**config.mk**
```make
export PLATFORM = sky130hd
export DESIGN_NAME = iconn_min_addr_arbiter
export DESIGN_NICKNAME = d
export VERILOG_FILES = /design/src/rtl/iconn_min_addr_arbiter.sv
export SDC_FILE = /design/constraint.sdc
export NUM_CORES = 1
export LEC_CHECK = 0
export ABC_AREA = 0
export CORE_UTILIZATION = 60
export DETAILED_ROUTE_END_ITERATION = 8
export GPL_TIMING_DRIVEN = 1
export PLACE_DENSITY_LB_ADDON = 0.15
export SLEW_MARGIN = 25
export SYNTH_ARGS = -nofsm -noshare
export SYNTH_HDL_FRONTEND = slang
export SYNTH_SLANG_ARGS = --single-unit
```
**constraint.sdc**
```tcl
create_clock -name clk -period 21.6 [get_ports clk]
set_clock_uncertainty 0.05 [all_clocks]
set_input_delay 4.32 -clock clk [delete_from_list [all_inputs] [get_ports clk]]
set_output_delay 4.32 -clock clk [all_outputs]
set_load 0.01 [all_outputs]
```
**src/rtl/iconn_min_addr_arbiter.sv**
```systemverilog
// iconn_min_addr_arbiter: N-port smallest-address arbiter with round-robin tie-break and a registered valid/ready output stage
// Ports:
//   clk, rst_n          clock, asynchronous active-low reset
//   in_addr/in_valid    per-port request address and valid
//   in_ready            per-port accept, one-hot or zero
//   out_addr/out_port   registered winning address and port index
//   out_valid/out_ready registered output handshake
// Optional: define ICONN_MIN_ARB_AGE_EN to add per-port starvation counters saturating at AGE_LIMIT.
module iconn_min_addr_arbiter #(
   parameter int PORT_NUM        = 4,
   parameter int NODE_ADDR_WIDTH = 5,
   parameter int AGE_LIMIT       = 8
) (
   input  logic                        clk,
   input  logic                        rst_n,
   input  logic [NODE_ADDR_WIDTH-1:0]  in_addr [0:PORT_NUM-1],
   input  logic [PORT_NUM-1:0]         in_valid,
   output logic [PORT_NUM-1:0]         in_ready,
   output logic [NODE_ADDR_WIDTH-1:0]  out_addr,
   output logic [$clog2(PORT_NUM)-1:0] out_port,
   output logic                        out_valid,
   input  logic                        out_ready
);
   localparam int PW = $clog2(PORT_NUM);
   logic [PW-1:0]              rr_ptr;
   logic [PW-1:0]              min_win;
   logic [PW-1:0]              win;
   logic [PW-1:0]              p;
   logic [PW:0]                s;
   logic                       min_found;
   logic                       acc;
   logic [NODE_ADDR_WIDTH-1:0] min_addr;
`ifdef ICONN_MIN_ARB_AGE_EN
   localparam int AW = $clog2(AGE_LIMIT + 1);
   logic [AW-1:0] age [0:PORT_NUM-1];
   logic          urg_found;
   logic [PW-1:0] urg_win;
`endif

   // Ports are visited in circular order from rr_ptr; a strict '<' keeps the
   // first visited port among equal minimum addresses, giving the round-robin tie-break.
   always_comb begin
      min_win   = rr_ptr;
      min_found = 1'b0;
      min_addr  = '0;
      s         = '0;
      p         = '0;
`ifdef ICONN_MIN_ARB_AGE_EN
      urg_found = 1'b0;
      urg_win   = rr_ptr;
`endif
      for (int k = 0; k < PORT_NUM; k++) begin
         s = {1'b0, rr_ptr} + (PW+1)'(k);
         p = (s >= (PW+1)'(PORT_NUM)) ? PW'(s - (PW+1)'(PORT_NUM)) : PW'(s);
         if (in_valid[p] && (!min_found || in_addr[p] < min_addr)) begin
            min_found = 1'b1;
            min_addr  = in_addr[p];
            min_win   = p;
         end
`ifdef ICONN_MIN_ARB_AGE_EN
         if (!urg_found && in_valid[p] && age[p] == AW'(AGE_LIMIT)) begin
            urg_found = 1'b1;
            urg_win   = p;
         end
`endif
      end
`ifdef ICONN_MIN_ARB_AGE_EN
      win = urg_found ? urg_win : min_win;
`else
      win = min_win;
`endif
   end

   assign acc      = (|in_valid) & (!out_valid | out_ready);
   assign in_ready = acc ? (PORT_NUM'(1) << win) : '0;

   always_ff @(posedge clk or negedge rst_n) begin
      if (!rst_n) begin
         out_valid <= 1'b0;
         out_addr  <= '0;
         out_port  <= '0;
         rr_ptr    <= '0;
      end else if (acc) begin
         out_valid <= 1'b1;
         out_addr  <= in_addr[win];
         out_port  <= win;
         rr_ptr    <= (win == PW'(PORT_NUM-1)) ? '0 : win + 1'b1;
      end else if (out_ready) begin
         out_valid <= 1'b0;
      end
   end

`ifdef ICONN_MIN_ARB_AGE_EN
   // A port ages only while it is requesting and loses an accepted arbitration.
   for (genvar g = 0; g < PORT_NUM; g++) begin : g_age
      always_ff @(posedge clk or negedge rst_n) begin
         if (!rst_n)
            age[g] <= '0;
         else
            age[g] <= (!in_valid[g] || (acc && win == PW'(g))) ? '0 :
                      (!acc || age[g] == AW'(AGE_LIMIT)) ? age[g] : age[g] + 1'b1;
      end
   end
`endif
endmodule

```
==> results of run 1 <==
[worst min path at each step]
stage	endpoint	cells past startpoint
after floorplan	out_addr[1]	1
after global placement	out_addr[2]	1
after detailed placement	out_port[0]	1
after CTS	out_addr[4]	1
after global routing	out_addr[4]	1
final	out_addr[4]	1
[metrics by stage]
step           utilization  cells  worst slack, ps
2_1_floorplan            -    313             7158
3_3_place_gp        0.7349    376             5265
3_5_place_dp        0.7349    376             5019
4_1_cts             0.7495    380             5003
5_1_grt             0.7505    380             4378
6_report            0.7505    380             4967
[worst register-to-register path: cells and delay by family (launching register included)]
family | cells | cell delay (ps)
AO/OA/AOI/OAI | 15 | 3610
XOR/XNOR | 1 | 230
adder cells (fa/ha/maj) | 4 | 1240
buffers and inverters | 3 | 850
flip-flops | 1 | 780
multiplexers | 3 | 1050
AND/OR/NAND/NOR | 4 | 470
[area by class of cell]
cell class,instances,area share
multi-input cells,267,0.7149
repair buffers,41,0.1424
flip-flops and latches,10,0.08886
well taps,48,0.02122
clock buffers,4,0.01945
inverters,10,0.01326
[registers in the layout (all words and copies together), names as in the netlist]
| register | count |
|---|---|
| out_addr | 5 |
| out_port | 2 |
| out_valid | 1 |
| rr_ptr | 2 |
[cell usage in the layout, fill, tap and decap left out, types with 2 or more instances in the layout]
| cell type | Yosys | layout |
|---|---|---|
| a221oi_1 | 6 | 6 |
| dfrtp_1 | 10 | 9 |
| buf_4 | 1 | 3 |
| a211oi_1 | 4 | 4 |
| a21oi_1 | 34 | 33 |
| o21ai_0 | 23 | 23 |
| nand2_1 | 30 | 30 |
| mux2_2 | 20 | 20 |
| nor2b_1 | 4 | 4 |
| nand3_1 | 2 | 2 |
| o31ai_1 | 2 | 2 |
| and2_1 | 6 | 6 |
| mux2i_1 | 29 | 29 |
| o21ai_1 | 4 | 4 |
| nor2_1 | 20 | 20 |
| and3_1 | 3 | 3 |
| ha_1 | 16 | 16 |
| clkbuf_8 | 0 | 4 |
| o211ai_1 | 4 | 4 |
| inv_1 | 8 | 8 |
| mux4_2 | 4 | 4 |
| nand4_1 | 18 | 18 |
| xnor2_1 | 2 | 2 |
| a2111oi_0 | 8 | 8 |
| clkdlybuf4s50_1 | 0 | 38 |
[cell families after synthesis]
| kind of cell | Yosys count |
|---|---|
| mux | 55 |
| flops | 10 |
| fa+ha+maj | 16 |
| simple gates | 92 |
| buf+inv | 36 |
| compound gates | 101 |
| xor+xnor | 3 |
[metal layers]
layer / part of all wire / routed length [um]
met1: 0.45 / 2856
met2: 0.50 / 3194
met4: 0.015 / 96
met5: 0 / 0
met3: 0.037 / 238
==> results.md, run 1 <==
- Status: finished, final reports clean
- Clock Tree Buf Depth: 2
- CTS clk-pin slew, worst paths: 50 ps
- Max-cap viol count: 0
- Cells after Synth: 313
- Root buffer cell: clkbuf_8
- Clock Latency Late Sink: 240 ps
- Top Ports: 39
- Vert. Die Dim: 65.74 um
- Worst Setup SP: in_valid[3]
- Bufs and invs on worst path: 4
- CP delay by family, top: compound AO/OA/AOI/OAI gates
- Vias in the first global route: 2,270
- Detailed Route WL: 6.385 mm
- Required time worst endpoint: 17,230 ps
- Wire per inst: 16.80 um
- Hold-fix buffers, CTS: 0
- Chip width: 65.74 um
- Worst slew pin tran: 778.2 ps
- CTS tree: built
- Initial DRT Pass Iterations: 5
- Hold Violations, Final: 0
- R2r setup slk: 13,190 ps
- Core Region: 3771 um^2
- Number of diodes: 0
- Reg2Reg Launch Point: rr_ptr[1]
- # setup viols final: 0
- GR Util met2: 0.5523
- Global route overflow: 0
- Htree depth: 1
- Clock sink total: 10
- Dpl hpwl: 4.544 mm
- Initial antenna violation count: 0
- Main combinational cell family by area after synthesis: compound AO/OA/AOI/OAI gates
- Fraction of layout cells with a size suffix above 1: 0.1325
- Critical-path top delay cell: mux4_2
- PostCTS Resize Cnt: 0
- Dominant cell type by area after synthesis: mux2i_1
- Worst Path Max Fanout: 19
- Sequential share of the synthesized area: 0.1027
- First-pass GRT wire length: 10.39 mm
- Crit. End Element: output port
- Post-synthesis register bit count: 10
- Port buffer count: 38
- Die ar.: 4321 um^2
- Max stage delay on crit path: 640 ps
- R2R cell count: 30
- Placed cell area: 2771 um^2
- Post-synthesis xor/xnor area fraction: 0.01848
- Main synth FF type: dfrtp_1
- EDFF count, synth: 0
- Number of nets in the layout: 376
- Largest net degree at the start of global routing: 66
- Peak Freq: 0.06012 GHz
- Area of the multi-input gates: 2023 um^2
- Fin Hold WS: 457.0 ps
- Starting Density: 0.6463
- HP Class: flip-flop to flip-flop
- Setup bufs post-CTS: 0
- Final non-filler cell area: 2830 um^2
- Netlist cell types: 57
- Setup tns final: 0 ps
- Worst flop-to-flop path endpoint: rr_ptr[1]
- Post-synth net total: 356
- Pins Over Slew Limit: 0
- Arr. time, crit path: 12,260 ps
- M3 GR Usage: 0.02083
- Max_slew headroom: 0.4678
- Async set-or-reset flop fraction in the synthesized netlist: 1.000
- Syn Area/Cell: 7.787 um^2
- Critical path class: primary input to output port
- Row cnt: 22
- GRT Total Usage: 0.3067
- Top cells by area, synth: mux2i_1, dfrtp_1, mux2_2
- CP Launch Type: primary input
- Share of the synthesized area in the top cell type: 0.1191
- Simple logic cell fraction of the synthesized area: 0.1894
- Grt met1 use: 0.3854
- Post-synth top cells: a21oi_1, nand2_1, mux2i_1
- Final Cycle Share: 0.7700
- Busiest grt layer: met2
- Crit path time final: 16,630 ps
- DRC Markers: 0
- Register area: 251.5 um^2
- Layout overhead on the synthesized area: 16.12%
- Compound-Gate Fraction of Synth Area: 0.2798
- Vias: 2,477
- Critical Path Stages: 30
- CP endpoint: in_ready[3]
- Final GP Congestion: 0.8278
- Routed Antenna Nets: 0
- RSZ-0062 raised after global routing: no
- CTS buffer count: 3
- Initial detailed-routing violation count: 253
- Proportion of synthesized area in mux cells: 0.2587
- Yosys warning total: 0
- Adder-Cell Fraction of Synth Area: 0.08214
- Critical hold path startpoint: out_addr[4]
- Count leader, synth: a21oi_1
- Cell area after synthesis: 2437 um^2
- Post-DR vias/cell: 6.518
- Fillers: 297
- Critical Path Most Common Cell: a21oi_1
Power of run 1 is not shown: default switching activity piles up to over one toggle a cycle in this logic, so the estimate is an artifact.
==> inputs of run 2 (changes only) <==
--- a/config.mk
+++ b/config.mk
@@ -6,7 +6,7 @@
 export NUM_CORES = 1
 export LEC_CHECK = 0
 export ABC_AREA = 0
-export CORE_UTILIZATION = 60
+export CORE_UTILIZATION = 50
 export DETAILED_ROUTE_END_ITERATION = 8
 export GPL_TIMING_DRIVEN = 1
 export PLACE_DENSITY_LB_ADDON = 0.15
==> constraint.sdc (replaced) <==
create_clock -name clk -period 14.26 [get_ports clk]
set_clock_uncertainty 0.05 [all_clocks]
set_input_delay 2.852 -clock clk [delete_from_list [all_inputs] [get_ports clk]]
set_output_delay 2.852 -clock clk [all_outputs]
set_load 0.01 [all_outputs]
==> run 2 against run 1 <==
Effect of this change:
- critical path depth did not move
- routed wire length fell by 1.7%
- cell area up 0.40%
==> results.md, run 2 (synthesis gave the netlist of run 1 again) <==
- Status: finished, final reports clean
- Vias in the first global route: 2,276 (+0.26%)
- Die ar.: 5158 um^2 (+19%)
- CTS tree: built
- M3 GR Usage: 0.01688 (-0.003956)
- Initial DRT Pass Iterations: 4 (-1)
- Fraction of layout cells with a size suffix above 1: 0.1355 (+0.003012)
- Required time worst endpoint: 11,360 ps (-5870 ps)
- Critical-path top delay cell: mux4_2
- # setup viols final: 0 (unchanged)
- Setup bufs post-CTS: 0 (unchanged)
- HP Class: flip-flop to flip-flop
- Final Cycle Share: 0.9485
- Initial detailed-routing violation count: 175 (-31%)
- Core Region: 4692 um^2 (+24%)
- Largest net degree at the start of global routing: 44 (-33%)
- Hold-fix buffers, CTS: 0 (unchanged)
- Arr. time, crit path: 10,620 ps (-1640 ps)
- Final WS setup: 733.9 ps (-4233 ps)
- Max_slew headroom: 0.3970 (-0.07077)
- DRC Markers: 0 (unchanged)
- Number of diodes: 0 (unchanged)
- Most flops, register: out_addr
- Pins Over Slew Limit: 0 (unchanged)
- Max-cap viol count: 0 (unchanged)
- Starting Density: 0.5195 (-0.1269)
- Fillers: 449 (+51%)
- Post-DR vias/cell: 6.446 (-1.1%)
- CTS clk-pin slew, worst paths: 50 ps (about the same)
- Clock Tree Buf Depth: 2 (unchanged)
- Final GP Congestion: 0.8502 (+2.7%)
- Clock Latency Late Sink: 230 ps (about the same)
- First-pass GRT wire length: 10.70 mm (+2.9%)
- Layout overhead on the synthesized area: 16.58%
- GRT Total Usage: 0.2541 (-0.05264)
- RSZ-0062 raised after global routing: no
- Chip width: 71.82 um (+9.3%)
- Largest registers: out_addr x5, out_port x2, rr_ptr x2
- Peak Freq: 0.07393 GHz
- CTS buffer count: 3 (unchanged)
- Most frequent cells in the layout: clkdlybuf4s50_1, a21oi_1, nand2_1
- Pre-CTS setup slack: 632.5 ps (-4386 ps)
- Detailed Route WL: 6.277 mm (-1.7%)
- CP Launch Type: primary input
- Htree depth: 1 (unchanged)
- Root buffer cell: clkbuf_8
- Worst slew pin tran: 904.5 ps (+126.3 ps)
- Top Ports: 39 (unchanged)
- Global route overflow: 0 (unchanged)
- Wire per inst: 16.26 um (-3.2%)
- Max stage delay on crit path: 620 ps (-20 ps)
- Routed Antenna Nets: 0 (unchanged)
- Dpl hpwl: 4.623 mm (+1.7%)
- PostCTS Resize Cnt: 0 (unchanged)
- Worst Path Max Fanout: 19 (unchanged)
- Initial antenna violation count: 0 (unchanged)
- Port buffer count: 38 (unchanged)
- Row cnt: 25 (+14%)
- Vias: 2,488 (+0.44%)
- GR Util met2: 0.4277 (-0.1246)
- Critical path class: primary input to output port
- Largest register FFs: 5 (unchanged)
- Number of nets in the layout: 376 (unchanged)
- Commonest non-fill, non-tap cell in the layout: clkdlybuf4s50_1
- Hold Violations, Final: 0 (unchanged)
- Crit path time final: 13,530 ps
- Vert. Die Dim: 71.82 um (+9.3%)
- Clock sink total: 10 (unchanged)
- Grt met1 use: 0.3558 (-0.02956)
- Setup tns final: 0 ps (unchanged)
- Crit. End Element: output port
- Busiest grt layer: met2
[run 2: critical path, delay by kind of cell]
family | cells | cell delay [ps]
buf+inv | 4 | 1360
mux | 2 | 1000
compound gates | 16 | 3760
fa+ha+maj | 4 | 1060
simple gates | 3 | 330
xor+xnor | 1 | 240
[run 2: worst paths after layout]
check,from,slack (ps),cells past startpoint,endpoint
worst max-delay path,in_valid[0],730,30,in_ready[3]
worst min-delay path,out_addr[2],450,1,out_addr[2]
worst max register to register,rr_ptr[1],5900,29,rr_ptr[1]
worst min register to register,out_addr[2],450,1,out_addr[2]
max in group asynchronous,rst_n,10950,1,rr_ptr[0]
min in group asynchronous,rst_n,2880,1,out_port[0]
[run 2: metal layers]
layer	wire length, um	share of wire	up-vias
met5	0	0	-
met4	71	0.011	0
li1	-	-	1241
met2	3027	0.48	71
met3	255	0.041	8
met1	2923	0.47	1168
[run 2: area by class of cell]
class,count,area [um^2],share of cell area
Clock buffer,4,55.05,0.01937
Tap cell,54,67.56,0.02378
Inverter,10,37.54,0.01321
Timing Repair Buffer,41,402.9,0.1418
Sequential cell,10,251.5,0.08851
Multi-Input combinational cell,267,2027,0.7133
[run 2: stage by stage]
stage	area (um^2)	utilization	instances	hold slack (ps)
global placement	2779	0.5923	382	444.0
global route	2841	0.6056	386	470.9
detailed placement	2779	0.5923	382	444.8
finish	2841	0.6056	386	453.4
CTS	2834	0.6040	386	455.7
floorplan	2437	-	313	501.2
Power of run 2 is left out for the same reason.
